<file path="config.mk">
export PLATFORM = sky130hd
export DESIGN_NAME = div_unit
export DESIGN_NICKNAME = d
export VERILOG_FILES = /design/src/rtl/div_unit.sv
export SDC_FILE = /design/constraint.sdc
export NUM_CORES = 1
export LEC_CHECK = 0
export CAP_MARGIN = 10
export CORE_ASPECT_RATIO = 0.7
export CORE_MARGIN = 2
export CORE_UTILIZATION = 53
export DETAILED_ROUTE_END_ITERATION = 10
export GPL_ROUTABILITY_DRIVEN = 0
export GPL_TIMING_DRIVEN = 0
export PLACE_DENSITY = 0.85
export SETUP_SLACK_MARGIN = 0.02
export SYNTH_ARGS = -nofsm -noshare
export SYNTH_HDL_FRONTEND = slang
export SYNTH_SLANG_ARGS = --single-unit
</file>
<file path="constraint.sdc">
create_clock -name clk -period 4.9 [get_ports clk]
set_input_delay 1.225 -clock clk [delete_from_list [all_inputs] [get_ports clk]]
set_output_delay 1.225 -clock clk [all_outputs]
set_load 0.01 [all_outputs]
</file>
<file path="src/rtl/div_unit.sv">
// Iterative restoring divider for MIPS div/divu: one quotient bit per cycle,
// fixed 32-cycle latency from the accepting edge to the done pulse.
module div_unit #(
  parameter int WIDTH = 32
) (
  input  logic             clk,
  input  logic             rst_n,
  input  logic             start,
  input  logic             is_signed,
  input  logic [WIDTH-1:0] dividend,
  input  logic [WIDTH-1:0] divisor,
  output logic             busy,
  output logic             done,
  output logic [WIDTH-1:0] quotient,
  output logic [WIDTH-1:0] remainder,
  output logic             div_by_zero
);

  // state | meaning
  // IDLE  | waiting for start
  // RUN   | one restoring step per cycle, 32 steps
  // DONE  | results valid, done pulse; start here chains the next operation
  typedef enum logic [1:0] {IDLE, RUN, DONE} state_t;

  localparam int CW = $clog2(WIDTH);

  state_t           state;
  logic [CW-1:0]    cnt;
  logic [WIDTH:0]   rem;
  logic [WIDTH-1:0] quo;
  logic [WIDTH-1:0] dvs;
  logic [WIDTH-1:0] raw;
  logic             q_neg;
  logic             r_neg;
  logic             zero;

  logic             a_neg, b_neg, accept, last, ge;
  logic [WIDTH-1:0] a_mag, b_mag, quo_nx, q_res, r_res;
  logic [WIDTH:0]   rem_sh, rem_nx;

  always_comb begin
    a_neg  = is_signed & dividend[WIDTH-1];
    b_neg  = is_signed & divisor[WIDTH-1];
    a_mag  = a_neg ? (WIDTH'(0) - dividend) : dividend;
    b_mag  = b_neg ? (WIDTH'(0) - divisor) : divisor;
    accept = start && (state != RUN);
    last   = (cnt == CW'(WIDTH - 1));
    // quo doubles as the dividend shift register: its MSB feeds the remainder
    rem_sh = {rem[WIDTH-1:0], quo[WIDTH-1]};
    ge     = (rem_sh >= {1'b0, dvs});
    rem_nx = ge ? (rem_sh - {1'b0, dvs}) : rem_sh;
    quo_nx = {quo[WIDTH-2:0], ge};
    q_res  = q_neg ? (WIDTH'(0) - quo_nx) : quo_nx;
    r_res  = r_neg ? (WIDTH'(0) - rem_nx[WIDTH-1:0]) : rem_nx[WIDTH-1:0];
  end

  always_ff @(posedge clk or negedge rst_n) begin
    if (!rst_n) begin
      state       <= IDLE;
      cnt         <= '0;
      rem         <= '0;
      quo         <= '0;
      dvs         <= '0;
      raw         <= '0;
      q_neg       <= 1'b0;
      r_neg       <= 1'b0;
      zero        <= 1'b0;
      busy        <= 1'b0;
      done        <= 1'b0;
      quotient    <= '0;
      remainder   <= '0;
      div_by_zero <= 1'b0;
    end else if (accept) begin
      state <= RUN;
      cnt   <= '0;
      rem   <= '0;
      quo   <= a_mag;
      dvs   <= b_mag;
      raw   <= dividend;
      q_neg <= a_neg ^ b_neg;
      r_neg <= a_neg;
      zero  <= (divisor == '0);
      busy  <= 1'b1;
      done  <= 1'b0;
    end else begin
      case (state)
        IDLE: done <= 1'b0;
        RUN: begin
          rem <= rem_nx;
          quo <= quo_nx;
          cnt <= cnt + CW'(1);
          if (last) begin
            state <= DONE;
            busy  <= 1'b0;
            done  <= 1'b1;
            if (zero) begin
              quotient    <= '1;
              remainder   <= raw;
              div_by_zero <= 1'b1;
            end else begin
              quotient    <= q_res;
              remainder   <= r_res;
              div_by_zero <= 1'b0;
            end
          end
        end
        DONE: begin
          state <= IDLE;
          done  <= 1'b0;
        end
        default: begin
          state <= IDLE;
          busy  <= 1'b0;
          done  <= 1'b0;
        end
      endcase
    end
  end

endmodule

</file>
# After elaboration in Yosys (flattened, before gate mapping)
# Index checks and enable logic that the tools add are counted.
# Widths: inputs -> output; s select.
# totals
reg_bits	205
in_bits	68
out_inout_bits	67
# classes
addsub	6
n_lt_le_gt_ge	1
n_eq_ne	7
mux	23
n_bitwise	4
n_reduce_logical	8
# op_table
operator	count
$mux 32	11
$sub 1x32->32 const A	4
$ge 33x32->1	1
$logic_not 32->1	1
$sub 32x32->32	1
$mux 5	2
$mux 1	6
$add 5x1->5 const B	1
$eq 5x5->1 const B	1
$mux 2	2
$ne 2x1->1 const B	2
$pmux 2 s2	1
$reduce_and 2->1	2
$ne 3x3->1 const B	1
$reduce_and 3->1	1
$and 1x1->1	2
$eq 2x1->1 const B	1
$eq 2x2->1 const B	1
$logic_not 2->1	1
$ne 2x2->1 const B	1
$pmux 1 s2	1
$reduce_bool 2->1	1
$reduce_or 2->1	1
$logic_and 1x1->1	1
2 further kinds	2

# Logic depth before layout (Yosys ltp)
# depth
ltp_word	5
depth_mapped	21
mapped_depth_nobuf	17

# Least setup slack after synthesis
# Ideal clock, no wire load.
# synth_path
kind	reg-to-reg
from	reg rem[16]
to	reg remainder[26]
setup_time_ps	130
arrival_time_ps	4722
slack_ps	47
path_stages_with_launch	21
n_path_buf	4
period_less_slack_ps	4853
path_cell_list	dfrtp_1 > ha_1 > clkbuf_1 > nand2_1 > nor4_1 > and4_1 > a211oi_2 > nand2_2 > buf_2 > buf_1 > buf_1 > nand2_1 > o21ai_0 > ha_1 > inv_1 > a21o_1 > or4b_4 > or2_4 > o21ai_1 > xor2_1 > o22ai_1
# synth_via
elab_chain_cells	5
word_cells_on_any_way	6
cone_classes	2 x add/sub; 1 x order compare; 3 x mux
# synth_rtl
item	line_no	rtl
from (decl)	29	logic [WIDTH:0] rem;
from (signal assigned)	89	rem <= rem_nx;
$sub 32x32->32 / $ge 33x32->1 (equally long branches)	51, 50	
$mux 32 *	51	rem_nx = ge ? (rem_sh - {1'b0, dvs}) : rem_sh;
$sub 1x32->32	54	r_res = r_neg ? (WIDTH'(0) - rem_nx[WIDTH-1:0]) : rem_nx[WIDTH-1:0];
$mux 32 *	54	
$mux 32 *	96	if (zero) begin
to (signal assigned)	98	remainder <= raw;
to (signal assigned)	102	remainder <= r_res;
to (decl)	15	output logic [WIDTH-1:0] remainder,
# Mark *: on every way between the ends. The rest lies on a longest branch, timed or not.
# A chain may end at the register's enable or synchronous reset.

# Worst setup path in the final report
# layout_path
from	reg rem[17]
to	reg remainder[24]
# The elaborated chain is that of the path after synthesis.

==> out/qor_table.md <==
| Stage | Result | This run |
|---|---|---|
| job | Max_cap viols | 0 |
| clock network | Maximum level of the CTS H-tree | 1 |
| layout | Utilization of the core after routing | 65.5% |
| setup path | Cell-by-cell listing of the critical path | ha_1 > buf_2 > a21oi_2 > o21ai_1 > a221o_1 > a211oi_4 > nand2_4 > inv_6 > buf_6 > mux2i_4 > ha_1 > inv_1 > a21o_1 > or4b_4 > or2_4 > o21ai_1 > xor2_1 > o21ai_1 |
| floorplan | Count of boundary I/O pins | 135 |
| synth | Number of enable-type register cells in the synthesized netlist | 0 |
| synth | Number of cells produced by synthesis | 1612 |
| sta | RSZ-0062 raised after global routing | yes |
| setup path | Library cell appearing most often on the critical path | sky130_fd_sc_hd__o21ai_1 |
| synth | Warning count from the yosys run | 0 |
| clock network | Clock latency on the worst-skew pair | 0.54 ns |
| grt | Initial antenna violation count | 0 |
| sta | Final count of pins violating max slew | 0 |
| synth | Synthesized area per cell | 8.33 um^2 |
| status | Run status | completed |
| detailed routing | Final wirelength | 45.1 mm |
| detailed routing | Vias | 13858 |
| setup path | Critical Path Sink Type | flip-flop |
| detailed routing | DRC violations left | 0 |
| setup path | Slowest library cell on the worst path | sky130_fd_sc_hd__or4b_4 |
| sta | Period Utilization, post-route | 98.3% |
| grt | Remaining Overflow, GRT | 0 |
| placed design | Placed wire-length estimate after detailed placement | 33.4 mm |
| layout | Signed area change from the synthesized netlist to the final layout | 20.6% |
| setup path | Slowest cell delay on critical path | 0.62 ns |
| floorplan | Starting density of the core | 54.3% |
| synth | Post-synth top area share | 38.2% |
| clock network | Root cell of the clock tree | sky130_fd_sc_hd__clkbuf_16 |
| pwr | Worst ir drop on vdd | 0.381 mV |
| synth | Cell Area, Synth | 0.0134 mm^2 |
| clock network | Count of hold buffers inserted by post-cts repair | 0 |
| synth | Post-synthesis sequential element count | 205 |
| floorplan | Number of core rows | 48 |
| grt | Total routing resource utilization after global routing | 33.5% |
| clock network | Number of sinks on the clock net | 205 |
| pwr | Reported leakage power | 6.62 nW |
| placed design | Input/output buffers | 133 |
| setup path | Required @ worst endpoint | 5.30 ns |
| setup path | Arrival time of the worst setup path | 5.22 ns |
| layout | Share of post-route cells with drive strength above 1 | 7.13% |
| detailed routing | Number of detailed-route iterations in the first pass | 7 |
| setup path | Highest fanout seen on the critical path | 13 |
| detailed routing | Vias per inst | 6.58 |
| synth | Dominant register cell in the synthesized netlist | sky130_fd_sc_hd__dfrtp_1 |
| detailed routing | Post-DRT Antenna Nets | 0 |
| floorplan | Die area | 0.0266 mm^2 |
| sta | Worst-margin pin slew | 1.06 ns |
| sta | Top achievable clock speed | 0.208 GHz |
| layout | Area occupied by registers | 0.00513 mm^2 |
| setup path | Critical path class | reg2reg |
| sta | Final-report setup violation count | 0 |
| floorplan | Floorplan Core Area | 0.0247 mm^2 |
| clock network | Clock tree from TritonCTS | done |
| sta | Aggregate negative setup slack | 0 ns |
| layout | Multi-input logic area | 0.00784 mm^2 |
| floorplan | Chip Height | 137 um |
| setup path | Category of cells accounting for the largest share of critical-path delay | compound AO/OA/AOI/OAI gates |
| detailed routing | Number of DRC violations after detailed-routing iteration 0 | 1947 |
| layout | Number of inserted filler cells in the final layout | 1911 |
| synth | Most area-hungry cell type in the Yosys netlist | sky130_fd_sc_hd__dfrtp_1 |
| synth | Number of different library cells in the post-synthesis netlist | 66 |
| worst hold path | Hold WC Path Type | reg2reg |
| clock network | Clock Pin Slew Worst Setup and Hold Paths | 0.06 ns |
| grt | Wire length of the first global-routing pass | 70.9 mm |
| grt | Pin count of the biggest net entering global routing | 118 |
| synth | Share of flip-flops with an asynchronous set or reset after synthesis | 100% |
| layout | Final-stage net count | 1873 |
| sta | Number of hold violations in the final report | 0 |
| floorplan | Horizontal die dimension | 194 um |
| layout | Diodes inserted | 0 |
| setup path | Buffers & Inverters on Critical Path | 4 |
| clock network | Number of buffers added by the clock tree synthesis step | 23 |
| detailed routing | Wire length per cell after detailed routing | 21.4 um |
| sta | Final Skew | 0.0213 ns |
| pwr | Pwr per Cell Area | 874 mW/mm^2 |
| sta | Post-layout minimum cycle time | 4.82 ns |
| synth | Post-Syn Nets | 1719 |
| synth | Fraction of the yosys area taken by sequential cells | 38.2% |
| clock network | Clock Tree Buf Depth | 3 |
| sta | Worst-case headroom to the max-slew limit | 28.7% |
| synth | Main area contributors after synthesis | sky130_fd_sc_hd__dfrtp_1 38%, sky130_fd_sc_hd__o21ai_0 7.7%, sky130_fd_sc_hd__nand2_1 5.8% |
| grt | Number of global-route vias before repair | 13090 |
| setup path | Startpoint kind of the worst setup timing path | flip-flop |
-- logic make-up (layout without fill, tap and decap cells) --
| group | count (synthesis) | in the layout | synth area share, % |
|---|---|---|---|
| AOI/OAI and AO/OA | 502 | 502 | 21.9 |
| muxes | 59 | 59 | 4.68 |
| adders and majority gates | 39 | 39 | 3.69 |
| buffers and inverters | 155 | 325 | 4.48 |
| and+or+nand+nor | 521 | 521 | 18.5 |
| xor gates and xnor gates | 131 | 131 | 8.54 |
| DFF | 205 | 205 | 38.2 |
-- routing by layer --
| metal | wire, um | up-vias | GRT usage [%] |
|---|---|---|---|
| li1 | - | 6042 | - |
| met1 | 18500 | 6610 | 48.8 |
| met2 | 18200 | 1028 | 48.5 |
| met3 | 6370 | 178 | 7.91 |
| met4 | 1970 | 0 | 12.2 |
| met5 | 0 | - | 0 |
-- layout by cell type, fill, tap and decap left out, types with 14 or more instances in the layout --
master                            count
sky130_fd_sc_hd__dfrtp_1            205
sky130_fd_sc_hd__clkdlybuf4s50_1    132
sky130_fd_sc_hd__clkbuf_16           23
sky130_fd_sc_hd__mux2i_1             28
sky130_fd_sc_hd__o21ai_0            203
sky130_fd_sc_hd__nor2_1             119
sky130_fd_sc_hd__nor3_1              25
sky130_fd_sc_hd__nand2_1            206
sky130_fd_sc_hd__ha_1                35
sky130_fd_sc_hd__a21oi_1            116
sky130_fd_sc_hd__clkbuf_1            68
sky130_fd_sc_hd__xnor2_1             52
sky130_fd_sc_hd__or4_1               17
sky130_fd_sc_hd__nand3b_1            37
sky130_fd_sc_hd__xor2_1              79
sky130_fd_sc_hd__a21o_1              14
sky130_fd_sc_hd__or3_1               16
sky130_fd_sc_hd__nand3_1             22
sky130_fd_sc_hd__a31oi_1             16
sky130_fd_sc_hd__o21ai_1             26
sky130_fd_sc_hd__inv_1               57
sky130_fd_sc_hd__o31ai_1             25
sky130_fd_sc_hd__mux2_2              30
sky130_fd_sc_hd__o21a_1              14
-- through the flow --
step           cells  area (um^2)  hold WS (ns)  power, mW  setup WS, ns
6_report        2107        16200         0.481       14.2        0.0812
5_1_grt         2107        16200         0.508       15.1       -0.0503
4_1_cts         2111        16100         0.484       13.6        0.0218
3_5_place_dp    2071        15200         0.471       11.5         -1.57
3_3_place_gp    2070        15200         0.468       11.2         -5.76
2_1_floorplan   1612        13400         0.444       8.89        0.0475
-- what timing repair did --
| item | CTS | global route |
|---|---|---|
| buffers inserted | 3 | 5 |
| gates resized for setup | 27 | 20 |
| pin swaps | 3 | 5 |
| endpoints found under the setup margin | 38 | 15 |
-- cells in the mapped netlist (all sizes together), types with 17 or more instances --
cell,number
dfrtp,205
nor2,119
clkbuf,79
nor3,27
ha,38
xnor2,52
a21oi,122
o31ai,25
or3,17
xor2,79
nand3,22
mux2,30
buf,18
o21ai,234
inv,58
mux2i,29
nand2,207
nand3b,37
or4,17
-- where the power goes --
group | switching [mW] | internal, mW | total, mW
clock network | 0.752 | 1.12 | 1.87
logic | 5.39 | 3.54 | 8.93
registers | 0.787 | 2.56 | 3.35
-- state kept, by name, summed over array words and instances, names as in the netlist, 2 cells and up --
| register | cells |
|---|---|
| dvs | 32 |
| raw | 32 |
| state | 2 |
| remainder | 32 |
| quo | 32 |
| cnt | 5 |
| quotient | 32 |
| rem | 32 |
-- area by class of cell --
type                       instances  area share, %
buffer                            84           2.29
clock buffer                      32           4.13
clock inverter                     9          0.850
inverter                          58           1.37
multi-input combinational       1252           48.4
sequential                       205           31.7
tap                              325           2.51
timing repair buffer             142           8.79
-- worst min-delay path: cells and delay by family, from the launching register on --
kind | cells | cell delay, ns
AO/OA/AOI/OAI | 1 | 0.06
flip-flops | 1 | 0.34
AND/OR/NAND/NOR | 1 | 0.05
-- worst paths after layout --
check                      depth (start not counted)  slack, ns          start            end
max in group asynchronous                          2       3.13          rst_n  remainder[11]
min in group asynchronous                          1       0.77          rst_n   quotient[31]
hold reg to reg                                    2       0.48  remainder[11]  remainder[11]
hold / removal                                     2       0.48  remainder[11]  remainder[11]
setup / recovery                                  18       0.08        rem[17]  remainder[24]
setup reg to reg                                  18       0.08        rem[17]  remainder[24]
Power figures use the tool's default switching activity.
==> patch, RTL diff (same flow settings) <==
The 3 states of `state_t` get a one-hot encoding in 3 bits.
--- a/src/rtl/div_unit.sv
+++ b/src/rtl/div_unit.sv
@@ -20,7 +20,7 @@
   // IDLE  | waiting for start
   // RUN   | one restoring step per cycle, 32 steps
   // DONE  | results valid, done pulse; start here chains the next operation
-  typedef enum logic [1:0] {IDLE, RUN, DONE} state_t;
+  typedef enum logic [2:0] {IDLE = 3'b001, RUN = 3'b010, DONE = 3'b100} state_t;
 
   localparam int CW = $clog2(WIDTH);
 
Formal check against the unedited RTL: same outputs for any inputs over 4 cycles, from zero or initial values and one cycle with rst_n low; so few cycles prove little.
==> patch against the unedited design <==
  * Synthesized cell count fell by 0.19%
  * Sequential cell count rose by 1
  * Hold slack improved by 5.0 ps
  * First-iteration DRC count rose by 4.3%
  * Wire length barely moved
  * Worst setup slack improved by 24 ps
  * Area after synthesis rose by 0.72%
  * Cell area fell by 0.11%
  * Via count fell by 0.43%
  * Global-route usage fell by 0.44 points
  * Critical endpoint is now remainder[14]
Power is left out: the tool's default activity adds up to more than one toggle a clock period on the data nets, which glitch-free logic cannot reach.
==> patch: results (changes against the unedited design) <==
{| class="wikitable"
! Metric !! Value
|-
| Compound-Gate Fraction of Synth Area || 20.9% (was 21.9%)
|-
| Final worst path period share || 97.9% (was 98.3%)
|-
| Depth of the worst register-to-register path || 20 (was 18)
|-
| Number of distinct library cells after synthesis || 76 (was 66)
|-
| Register-to-Register Setup Slack || 110 ps (was 80 ps)
|-
| Routed wire length on met2 || 18.1 mm (was 18.2 mm)
|-
| Mapped Nets || 1716 (was 1719)
|-
| First-pass GRT wire length || 69.2 mm (was 70.9 mm)
|-
| Combined flip-flop and latch cell area || 5160 um^2 (was 5130 um^2)
|-
| Longest individual stage delay on the worst path || 600 ps (was 620 ps)
|-
| Sequential share of the synthesized area || 38.1% (was 38.2%)
|-
| Detailed-router iteration count before antenna repair || 6 (was 7)
|-
| Multi-input gates || 1255 (was 1252)
|-
| Remaining max-slew budget at the tightest pin || 33.1% (was 28.7%)
|-
| Proportion of layout cells with a drive suffix above 1 || 7.23% (was 7.13%)
|-
| Vias in the first global route || 12700 (was 13100)
|-
| Largest net degree at the start of global routing || 123 (was 118)
|-
| Area share of fa/ha/maj cells after synthesis || 3.66% (was 3.69%)
|-
| Launch point of the worst path || rem[21] (was rem[17])
|-
| Fraction of area in registers || 31.9% (was 31.7%)
|-
| Leading post-synthesis cells by instance count || sky130_fd_sc_hd__nand2_1, sky130_fd_sc_hd__dfrtp_1, sky130_fd_sc_hd__o21ai_0 (was sky130_fd_sc_hd__nand2_1, sky130_fd_sc_hd__o21ai_0, sky130_fd_sc_hd__dfrtp_1)
|-
| Xor and xnor area share after synthesis || 8.22% (was 8.54%)
|-
| Global routing met2 resource utilization || 46.7% (was 48.5%)
|-
| Fraction of area in clock buffers and inverters || 4.26% (was 4.98%)
|-
| Post-Place Setup Slack || -1060 ps (was -1570 ps)
|-
| RR Endpoint || remainder[14] (was remainder[24])
|-
| Post-CTS Resized || 20 (was 27)
|-
| Non-clock buffer count in the final layout || 231 (was 226)
|-
| Area contributors post-synth || sky130_fd_sc_hd__dfrtp_1, sky130_fd_sc_hd__o21ai_0, sky130_fd_sc_hd__nand2_1 (unchanged)
|-
| Routed wire length || 45.1 mm (about the same)
|-
| Outcome || finished, final reports clean (unchanged)
|-
| Cell area after placement || 15300 um^2 (was 15200 um^2)
|-
| Number of sinks driven by the clock tree || 206 (was 205)
|}
patch: cell types whose count changed after synthesis, sizes merged, moves of 4 or more:
cell	unedited run	this run
nand2b	8	13
o31a	6	1
clkbuf	79	74
nand4	12	20
xnor2	52	45
o21ai	234	216
nor4	16	20
nor2	119	124
inv	58	51
mux2i	29	39
nand3b	37	27
nor3	27	23
a211oi	10	6
nand3	22	26
patch: metrics by stage:
step,instances,hold WS (ps)
after floorplan,1609,449
after global placement,2067,463
after detailed placement,2068,474
after CTS,2101,488
after global routing,2108,522
final,2108,486
patch: how the worst min path moves through the flow:
stage,from,end,slack [ps],cells after the start
2_1_floorplan,raw[6],raw[6],450,2
3_3_place_gp,dvs[28],dvs[28],460,2
3_5_place_dp,raw[0],raw[0],470,2
4_1_cts,raw[0],raw[0],490,2
5_1_grt,raw[20],raw[20],520,1
6_report,dvs[29],dvs[29],490,2
